<file path="src/rtl/button_event_decoder.sv">
// button_event_decoder
//   Turns a debounced button level into single-cycle user events (press,
//   release, long-press, auto-repeat) plus a held level. Every output is
//   registered, so there is no combinational path from any input to any output.
//
//   Ports
//     BtnEvt_CLOCK_50     in  system clock, rising edge
//     BtnEvt_Reset_InLow  in  synchronous reset, active low
//     BtnEvt_Level_In     in  debounced button level, already synchronous
//     BtnEvt_Enable_In    in  1: decode events, 0: suppress and lock out
//     BtnEvt_Press_Out    out one-cycle pulse on an accepted press
//     BtnEvt_Release_Out  out one-cycle pulse on release of an accepted press
//     BtnEvt_Long_Out     out one-cycle pulse when the hold reaches LONG_CYCLES
//     BtnEvt_Repeat_Out   out one-cycle pulse every REPEAT_CYCLES after Long
//     BtnEvt_Held_Out     out 1 while an accepted press is in progress
//
//   state   | meaning
//   --------+--------------------------------------------------------------
//   LOCKOUT | after reset/disable; waits for the button to be released
//   IDLE    | armed; the next press is accepted
//   HOLD    | accepted press, counting towards Long
//   REPEAT  | past Long, emitting Repeat every REPEAT_CYCLES
module button_event_decoder #(
  parameter logic PRESS_LEVEL   = 1'b1,
  parameter int   LONG_CYCLES   = 50000000,
  parameter int   REPEAT_CYCLES = 10000000,
  parameter bit   REPEAT_EN     = 1'b1,
  parameter int   CNT_W         = 26
) (
  input  logic BtnEvt_CLOCK_50,
  input  logic BtnEvt_Reset_InLow,
  input  logic BtnEvt_Level_In,
  input  logic BtnEvt_Enable_In,
  output logic BtnEvt_Press_Out,
  output logic BtnEvt_Release_Out,
  output logic BtnEvt_Long_Out,
  output logic BtnEvt_Repeat_Out,
  output logic BtnEvt_Held_Out
);

  typedef enum logic [1:0] {
    S_LOCKOUT = 2'd0,
    S_IDLE    = 2'd1,
    S_HOLD    = 2'd2,
    S_REPEAT  = 2'd3
  } state_t;

  // The press edge itself clears the counter, so Long fires one count early
  // relative to LONG_CYCLES-1 to land on edge t+LONG_CYCLES-1.
  localparam logic [CNT_W-1:0] LONG_TC   = CNT_W'(LONG_CYCLES - 2);
  localparam logic [CNT_W-1:0] REPEAT_TC = CNT_W'(REPEAT_CYCLES - 1);
  localparam logic [CNT_W-1:0] CNT_ONE   = CNT_W'(1);

  state_t           r_state, w_state_nxt;
  logic [CNT_W-1:0] r_cnt, w_cnt_nxt;
  logic             r_long_done, w_long_done_nxt;
  logic             r_press, r_release, r_long, r_repeat, r_held;
  logic             w_press_nxt, w_release_nxt, w_long_nxt, w_repeat_nxt, w_held_nxt;
  logic             w_pr;

  assign w_pr = (BtnEvt_Level_In == PRESS_LEVEL);

  always_comb begin
    w_state_nxt     = r_state;
    w_cnt_nxt       = r_cnt;
    w_long_done_nxt = r_long_done;
    w_press_nxt     = 1'b0;
    w_release_nxt   = 1'b0;
    w_long_nxt      = 1'b0;
    w_repeat_nxt    = 1'b0;
    w_held_nxt      = 1'b0;

    if (!BtnEvt_Enable_In) begin
      // Disable drops any press in progress silently: no Release.
      w_state_nxt     = S_LOCKOUT;
      w_cnt_nxt       = '0;
      w_long_done_nxt = 1'b0;
    end else begin
      case (r_state)
        S_LOCKOUT: begin
          w_cnt_nxt       = '0;
          w_long_done_nxt = 1'b0;
          if (!w_pr) w_state_nxt = S_IDLE;
        end
        S_IDLE: begin
          w_long_done_nxt = 1'b0;
          if (w_pr) begin
            w_state_nxt = S_HOLD;
            w_cnt_nxt   = '0;
            w_press_nxt = 1'b1;
            w_held_nxt  = 1'b1;
          end
        end
        S_HOLD: begin
          if (!w_pr) begin
            w_state_nxt     = S_IDLE;
            w_cnt_nxt       = '0;
            w_long_done_nxt = 1'b0;
            w_release_nxt   = 1'b1;
          end else begin
            w_held_nxt = 1'b1;
            if (r_long_done) begin
              // Only reachable with REPEAT_EN=0: counter stays frozen.
              w_cnt_nxt = r_cnt;
            end else if (r_cnt == LONG_TC) begin
              w_long_nxt = 1'b1;
              w_cnt_nxt  = '0;
              if (REPEAT_EN) w_state_nxt     = S_REPEAT;
              else           w_long_done_nxt = 1'b1;
            end else begin
              w_cnt_nxt = r_cnt + CNT_ONE;
            end
          end
        end
        S_REPEAT: begin
          if (!w_pr) begin
            w_state_nxt   = S_IDLE;
            w_cnt_nxt     = '0;
            w_release_nxt = 1'b1;
          end else begin
            w_held_nxt = 1'b1;
            if (r_cnt == REPEAT_TC) begin
              w_repeat_nxt = 1'b1;
              w_cnt_nxt    = '0;
            end else begin
              w_cnt_nxt = r_cnt + CNT_ONE;
            end
          end
        end
        default: begin
          w_state_nxt = S_LOCKOUT;
          w_cnt_nxt   = '0;
        end
      endcase
    end
  end

  always_ff @(posedge BtnEvt_CLOCK_50) begin
    if (!BtnEvt_Reset_InLow) begin
      r_state     <= S_LOCKOUT;
      r_cnt       <= '0;
      r_long_done <= 1'b0;
      r_press     <= 1'b0;
      r_release   <= 1'b0;
      r_long      <= 1'b0;
      r_repeat    <= 1'b0;
      r_held      <= 1'b0;
    end else begin
      r_state     <= w_state_nxt;
      r_cnt       <= w_cnt_nxt;
      r_long_done <= w_long_done_nxt;
      r_press     <= w_press_nxt;
      r_release   <= w_release_nxt;
      r_long      <= w_long_nxt;
      r_repeat    <= w_repeat_nxt;
      r_held      <= w_held_nxt;
    end
  end

  assign BtnEvt_Press_Out   = r_press;
  assign BtnEvt_Release_Out = r_release;
  assign BtnEvt_Long_Out    = r_long;
  assign BtnEvt_Repeat_Out  = r_repeat;
  assign BtnEvt_Held_Out    = r_held;

endmodule

</file>
<file path="config.mk">
export PLATFORM = sky130hd
export DESIGN_NAME = button_event_decoder
export DESIGN_NICKNAME = d
export VERILOG_FILES = /design/src/rtl/button_event_decoder.sv
export SDC_FILE = /design/constraint.sdc
export NUM_CORES = 1
export LEC_CHECK = 0
export CORE_MARGIN = 5
export CORE_UTILIZATION = 55
export CTS_CLUSTER_SIZE = 30
export DETAILED_ROUTE_END_ITERATION = 8
export PLACE_DENSITY_LB_ADDON = 0.3
export RECOVER_POWER = 50
export SETUP_SLACK_MARGIN = 0.05
export SKIP_LAST_GASP = 1
export SYNTH_ARGS = -nofsm -noshare
export SYNTH_HDL_FRONTEND = slang
export SYNTH_SLANG_ARGS = --single-unit
export TNS_END_PERCENT = 100
</file>
<file path="constraint.sdc">
create_clock -name BtnEvt_CLOCK_50 -period 2.85 [get_ports BtnEvt_CLOCK_50]
set_clock_uncertainty 0.15 [all_clocks]
set_input_delay 0.7125 -clock BtnEvt_CLOCK_50 [delete_from_list [all_inputs] [get_ports BtnEvt_CLOCK_50]]
set_output_delay 0.7125 -clock BtnEvt_CLOCK_50 [all_outputs]
set_load 0.05 [all_outputs]
</file>
* Word level (Yosys, flattened, before mapping)
Index checks and enable logic that the tools add are counted.
** Word-level totals
- Flip-flop bits (word level) :: 34
- Output and inout port bits :: 5
** Cells by class
- Add/sub/neg operators :: 1
- Equality and inequality tests :: 9
- Multiplexer cells :: 20
- Bitwise logic cells :: 4
- Reduce and logical (&&, ||, !) cells :: 14
** Operator list (number)
- $mux W26 :: 6
- $pmux W26 S4 :: 1
- $add A26 B1 Y26 const B :: 1
- $eq A26 B24 Y1 const B :: 1
- $eq A26 B26 Y1 const B :: 1
- $mux W2 :: 5
- $reduce_and A3 Y1 :: 3
- $reduce_and A4 Y1 :: 2
- $mux W1 :: 6
- $ne A3 B3 Y1 const B :: 2
- $pmux W2 S3 :: 1
- $reduce_or A2 Y1 :: 3
- $reduce_or A5 Y1 :: 1
- $eq A2 B2 Y1 const B :: 2
- $ne A2 B2 Y1 const B :: 2
- $not A1 Y1 :: 4
- $reduce_and A2 Y1 :: 2
- $reduce_or A3 Y1 :: 1
- $eq A2 B1 Y1 const B :: 1
- $logic_not A2 Y1 :: 1
- $pmux W1 S2 :: 1
- $reduce_bool A2 Y1 :: 1

* Depth between registers and ports, before layout
- Word-level depth :: 5
- Gate-level depth with buffers :: 9

* Worst setup path after synthesis
Ideal clock, no wire load.
- Path kind :: input port to flip-flop
- From :: input BtnEvt_Level_In
- To :: register r_cnt[16]
- Setup time :: 69 ps
- Arrival time :: 2023 ps
- Slack :: 609 ps
- Stages on the path :: 8
- Buffers on the path :: 2
- Cells stage by stage :: buf_2 nand2_1 nor2_1 o31ai_4 and2_1 buf_6 or4_1 o21ai_1
** Between the ends
- Longest elaborated chain between the ends :: 2
- Elaborated cells between the ends (all ways) :: 6
- Classes of those cells :: eq/ne (2); mux (3); reduce/logical (1)
** RTL lines
- start, declared :: RTL line 32 : input logic BtnEvt_Level_In,
- $mux W26, or another cell as far along :: RTL line 116 : if (!w_pr) begin
- $pmux W26 S4 or $reduce_and A2 Y1 (tied branches)
- end signal, assigned :: RTL line 150 : r_cnt <= w_cnt_nxt;
- end, declared :: RTL line 55 : logic [CNT_W-1:0] r_cnt, w_cnt_nxt;
Parallel ways exist; a longest one is shown, timed or not.
A chain may end at the register's enable or synchronous reset.

* Final worst setup path
- From :: register r_cnt[0]
- To :: register r_cnt[2]
** Between the ends
- Longest elaborated chain between the ends :: 5
- Elaborated cells between the ends (all ways) :: 9
- Classes of those cells :: add/sub (1); eq/ne (2); mux (6)
** RTL lines
- $add A26 B1 Y26 or $eq A26 B26 Y1 (tied branches) :: RTL line 111, 126, 105
- $mux W26 :: RTL line 105 : end else if (r_cnt == LONG_TC) begin
- $mux W26 :: RTL line 102 : if (r_long_done) begin
- $mux W26 :: RTL line 95 : if (!w_pr) begin
- $pmux W26 S4 (*) :: RTL line 79 : case (r_state)
Mark *: on every way between the ends. The rest lies on a longest branch, timed or not. The select of a mux whose other input is x is not followed.

==> out/summary.md <==
Counting every net in the synthesized netlist gives 241. Post-synthesis compound-gate area fraction: 17.9%. The chip height was 69.0 um; the cell area after synthesis was 1910 sq um. Buffers added to address setup during post-CTS repair amount to 0. For the initial antenna violation count, the log shows 0. The tools report the sequential-to-total area share from yosys stat as 35.6%. At the placement stage, the worst setup path has a slack of 0.118 ns. The parity-gate share of the synthesized area counting xor and xnor cells was 3.66%. The number of clock buffers added by TritonCTS is 5. The cts-stage hold buffer count came out at 0. The tools report the count of endpoints failing setup in the final report as 0.

In this run the remaining antenna-violating nets after routing total 0. The biggest area contributor in the post-synthesis netlist is dfxtp_1. In this design, the stage delay of the slowest critical-path cell is 0.55 ns. Of the total synthesized cell area, the portion taken by AND, OR, NAND and NOR gates is 33.7%. Switching component of the power: 189 uW.

The final layout contains 255 nets. The number of global-route vias before repair came out at 1582. In the post-synthesis netlist, the biggest area contributors are dfxtp_1, ha_1, nor2_1.

The flow ran to the end, and the final reports show no timing, DRC or antenna violations. After layout, the worst setup slack is 0.228 ns. The cell sitting at the root of the clock tree is a clkbuf_4.

STA puts the critical path data arrival time at 2.69 ns. Counting every instance in the synthesized netlist gives 229. CTS built an H-tree with a depth of 2. The run gives 0.381 GHz as the maximum clock frequency. The transition time at the pin with the least slew margin came out at 0.561 ns. Setup repair after global routing left no endpoint under its margin. The part of the total power dissipated in the clock network is 34.6%.

The total congestion overflow was 0; the number of distinct library cells after synthesis was 53. The ratio of total power to cell area works out to 382 nW/um^2. The headroom to the max-slew limit was 62.6%. Compared with the post-synthesis result, the final layout area differs by 9.81%.

Yosys printed 0 warnings. The total instance count after detailed placement was 282; the number of buffers on the longest clock path was 2. The analysis attributes to cell leakage a power of 0.703 nW. The flip-flop cell with the highest count after synthesis is dfxtp_1.

The maximum ir drop on the vdd rail came out at 0.277 mV. The logs give 0 for the final max-slew violation count and 3360 sq um for the area of the core. CTS saw 34 sinks. The clock period minus worst slack came out at 2.62 ns. After routing the design area is 2100 sq um.

Of the post-synthesis cell area, the part taken by muxes is 0%. After Yosys synthesis, full adders, half adders and majority gates account for 5.23% of the synthesized area. In this run the tool buffered the top-level ports with 8 buffer cells. The count of TritonRoute iterations in the first routing pass was 4; the share of flip-flops with an asynchronous set or reset was 0%. The number of placement rows came out at 21.

The worst hold path class is reg -> reg. The core occupancy in the finished layout is 62.5%. TritonCTS built the clock tree. For this block, the initial DRC count from the detailed router was 211.

Of the total power, registers draw 59.8%. The total internal power is 614 uW. The sum of net half-perimeters after detailed placement is 3290 um, and the overall global routing resource usage is 20.6%.

The number of gates resized after CTS is 0, and the synthesis-stage register bit count is 34. Once layout is complete, the cells apart from fillers number 290. Walking the worst path, the cells encountered are inv_1 -> ha_1 -> nand4bb_1 -> or4_4 -> o21ai_0 -> o21ai_1 -> nand4b_1 -> a31oi_1. The DRC violation count after routing came out at 0.

Data on the critical path is required at its endpoint by 2.92 ns. The ratio of cells with drive above 1 in the final layout came out at 7.79%. The run gives 0 ns as the sum of negative setup slack. Total power for the finished layout comes to 803 uW. The tools report the placer congestion estimate as 0.943.

The post-placement cell area was 2060 sq um. 9 I/O pins were placed. The die is 69.0 um wide. Once the floorplan was initialized, standard cells occupied 56.9% of the core.

In this run switching power makes up 23.6% of total power. The run gives 0 as the hold violation count in the final report. 0 antenna diodes ended up in the layout.

The average detailed-routed wire length per instance was 15.2 um. The run gives 7360 um as the wire length of the first global-routing pass. The most common cell after layout, fill and taps aside was dfxtp_1. The worst setup path is of the reg -> reg kind. Yosys mapped a number of flops with a built-in enable equal to 0.

The share of the synthesized area in the top cell type works out to 35.6%. The slowest cell on the critical path was or4_4. For the later-pin clock latency in the skew report, the log shows 0.34 ns. STA classifies the critical path endpoint as a flip-flop. STA classifies the critical path startpoint as a flip-flop. The via count of the routed design was 1791; the combinational fraction of design power was 5.6%. After synthesis, the mean cell area works out to 8.35 sq um. In the layout the commonest cells are dfxtp_1, nand2_1, nor2_1. The post-detailed-route via-to-cell ratio was 6.18; the largest net degree at the start of global routing was 14.

Of the available clock period, the critical path in the final layout requires 92.0%. Max-cap violations in this run came to 0. The largest fanout on the critical path is 5. The tools report the area of the die as 4760 sq um. After clock tree synthesis, the clock-pin slew on the worst setup and hold paths is 0.10 ns. After synthesis, the largest family of logic cells by area is simple AND/OR/NAND/NOR gates. The run gives 4400 um as the aggregate routed wire length. On the final layout, the worst hold slack is 0.322 ns.
## routing by layer
layer,up-vias,GRT usage [%],routed length [um]
met5,-,0,0
met4,0,8.52,103
met3,13,4.86,314
met2,68,30.8,1880
met1,825,28.2,2110
li1,885,-,-
## flip-flops by register name, indices dropped and copies added, names as in the netlist
register            count
r_cnt                  26
r_state                 2
BtnEvt_Held_Out         1
BtnEvt_Long_Out         1
BtnEvt_Press_Out        1
BtnEvt_Release_Out      1
BtnEvt_Repeat_Out       1
r_long_done             1
## power by group through the flow
stage	sequential, mW	clock (mW)	combinational [mW]
after CTS	0.480	0.285	0.0470
after floorplan	0.492	0	0.0268
final	0.480	0.278	0.0451
after global placement	0.491	0	0.0468
after global routing	0.481	0.309	0.0481
after detailed placement	0.491	0	0.0466
## cells in the mapped netlist, types with 4 or more instances
master	count
ha_1	8
nor3_1	11
xnor2_1	6
nor4_1	4
o21ai_1	6
a31oi_1	8
inv_1	9
and3_1	8
nor2_1	19
dfxtp_1	34
nand2_1	18
o31ai_1	8
clkbuf_1	4
nand4_1	8
nand3_1	14
a21oi_1	7
## logic make-up (layout without fill, tap and decap cells)
group	after synthesis	count (layout)
simple gates	114	114
flops	34	34
buf+inv	17	32
fa+ha+maj	8	8
xor+xnor	8	8
compound gates	48	48
## path summary, 6_finish.rpt
path                             from                  endpoint  slack, ns  cells past startpoint
max             r_cnt[0]$_SDFFE_PN0P_     r_cnt[2]$_SDFFE_PN0P_       0.23                      8
min          r_long_done$_SDFFE_PN0P_  r_long_done$_SDFFE_PN0P_       0.32                      1
max reg2reg     r_cnt[0]$_SDFFE_PN0P_     r_cnt[2]$_SDFFE_PN0P_       0.23                      8
min reg2reg  r_long_done$_SDFFE_PN0P_  r_long_done$_SDFFE_PN0P_       0.32                      1
## critical path, delay by kind of cell (launching register included)
| kind | cells | cell delay, ns |
|---|---|---|
| adder cells (fa/ha/maj) | 1 | 0.16 |
| buffers and inverters | 1 | 0.10 |
| AO/OA/AOI/OAI | 3 | 0.83 |
| flip-flops | 1 | 0.37 |
| AND/OR/NAND/NOR | 3 | 0.88 |
## cell type report
type	count	area, sq um
inverters	9	33.8
fillers	312	1260
multi-input cells	178	1140
flip-flops and latches	34	681
well taps	46	57.6
clock buffers	7	55.1
repair buffers	15	125
clock inverters	1	5.00
(Power assumes the default switching activity.)
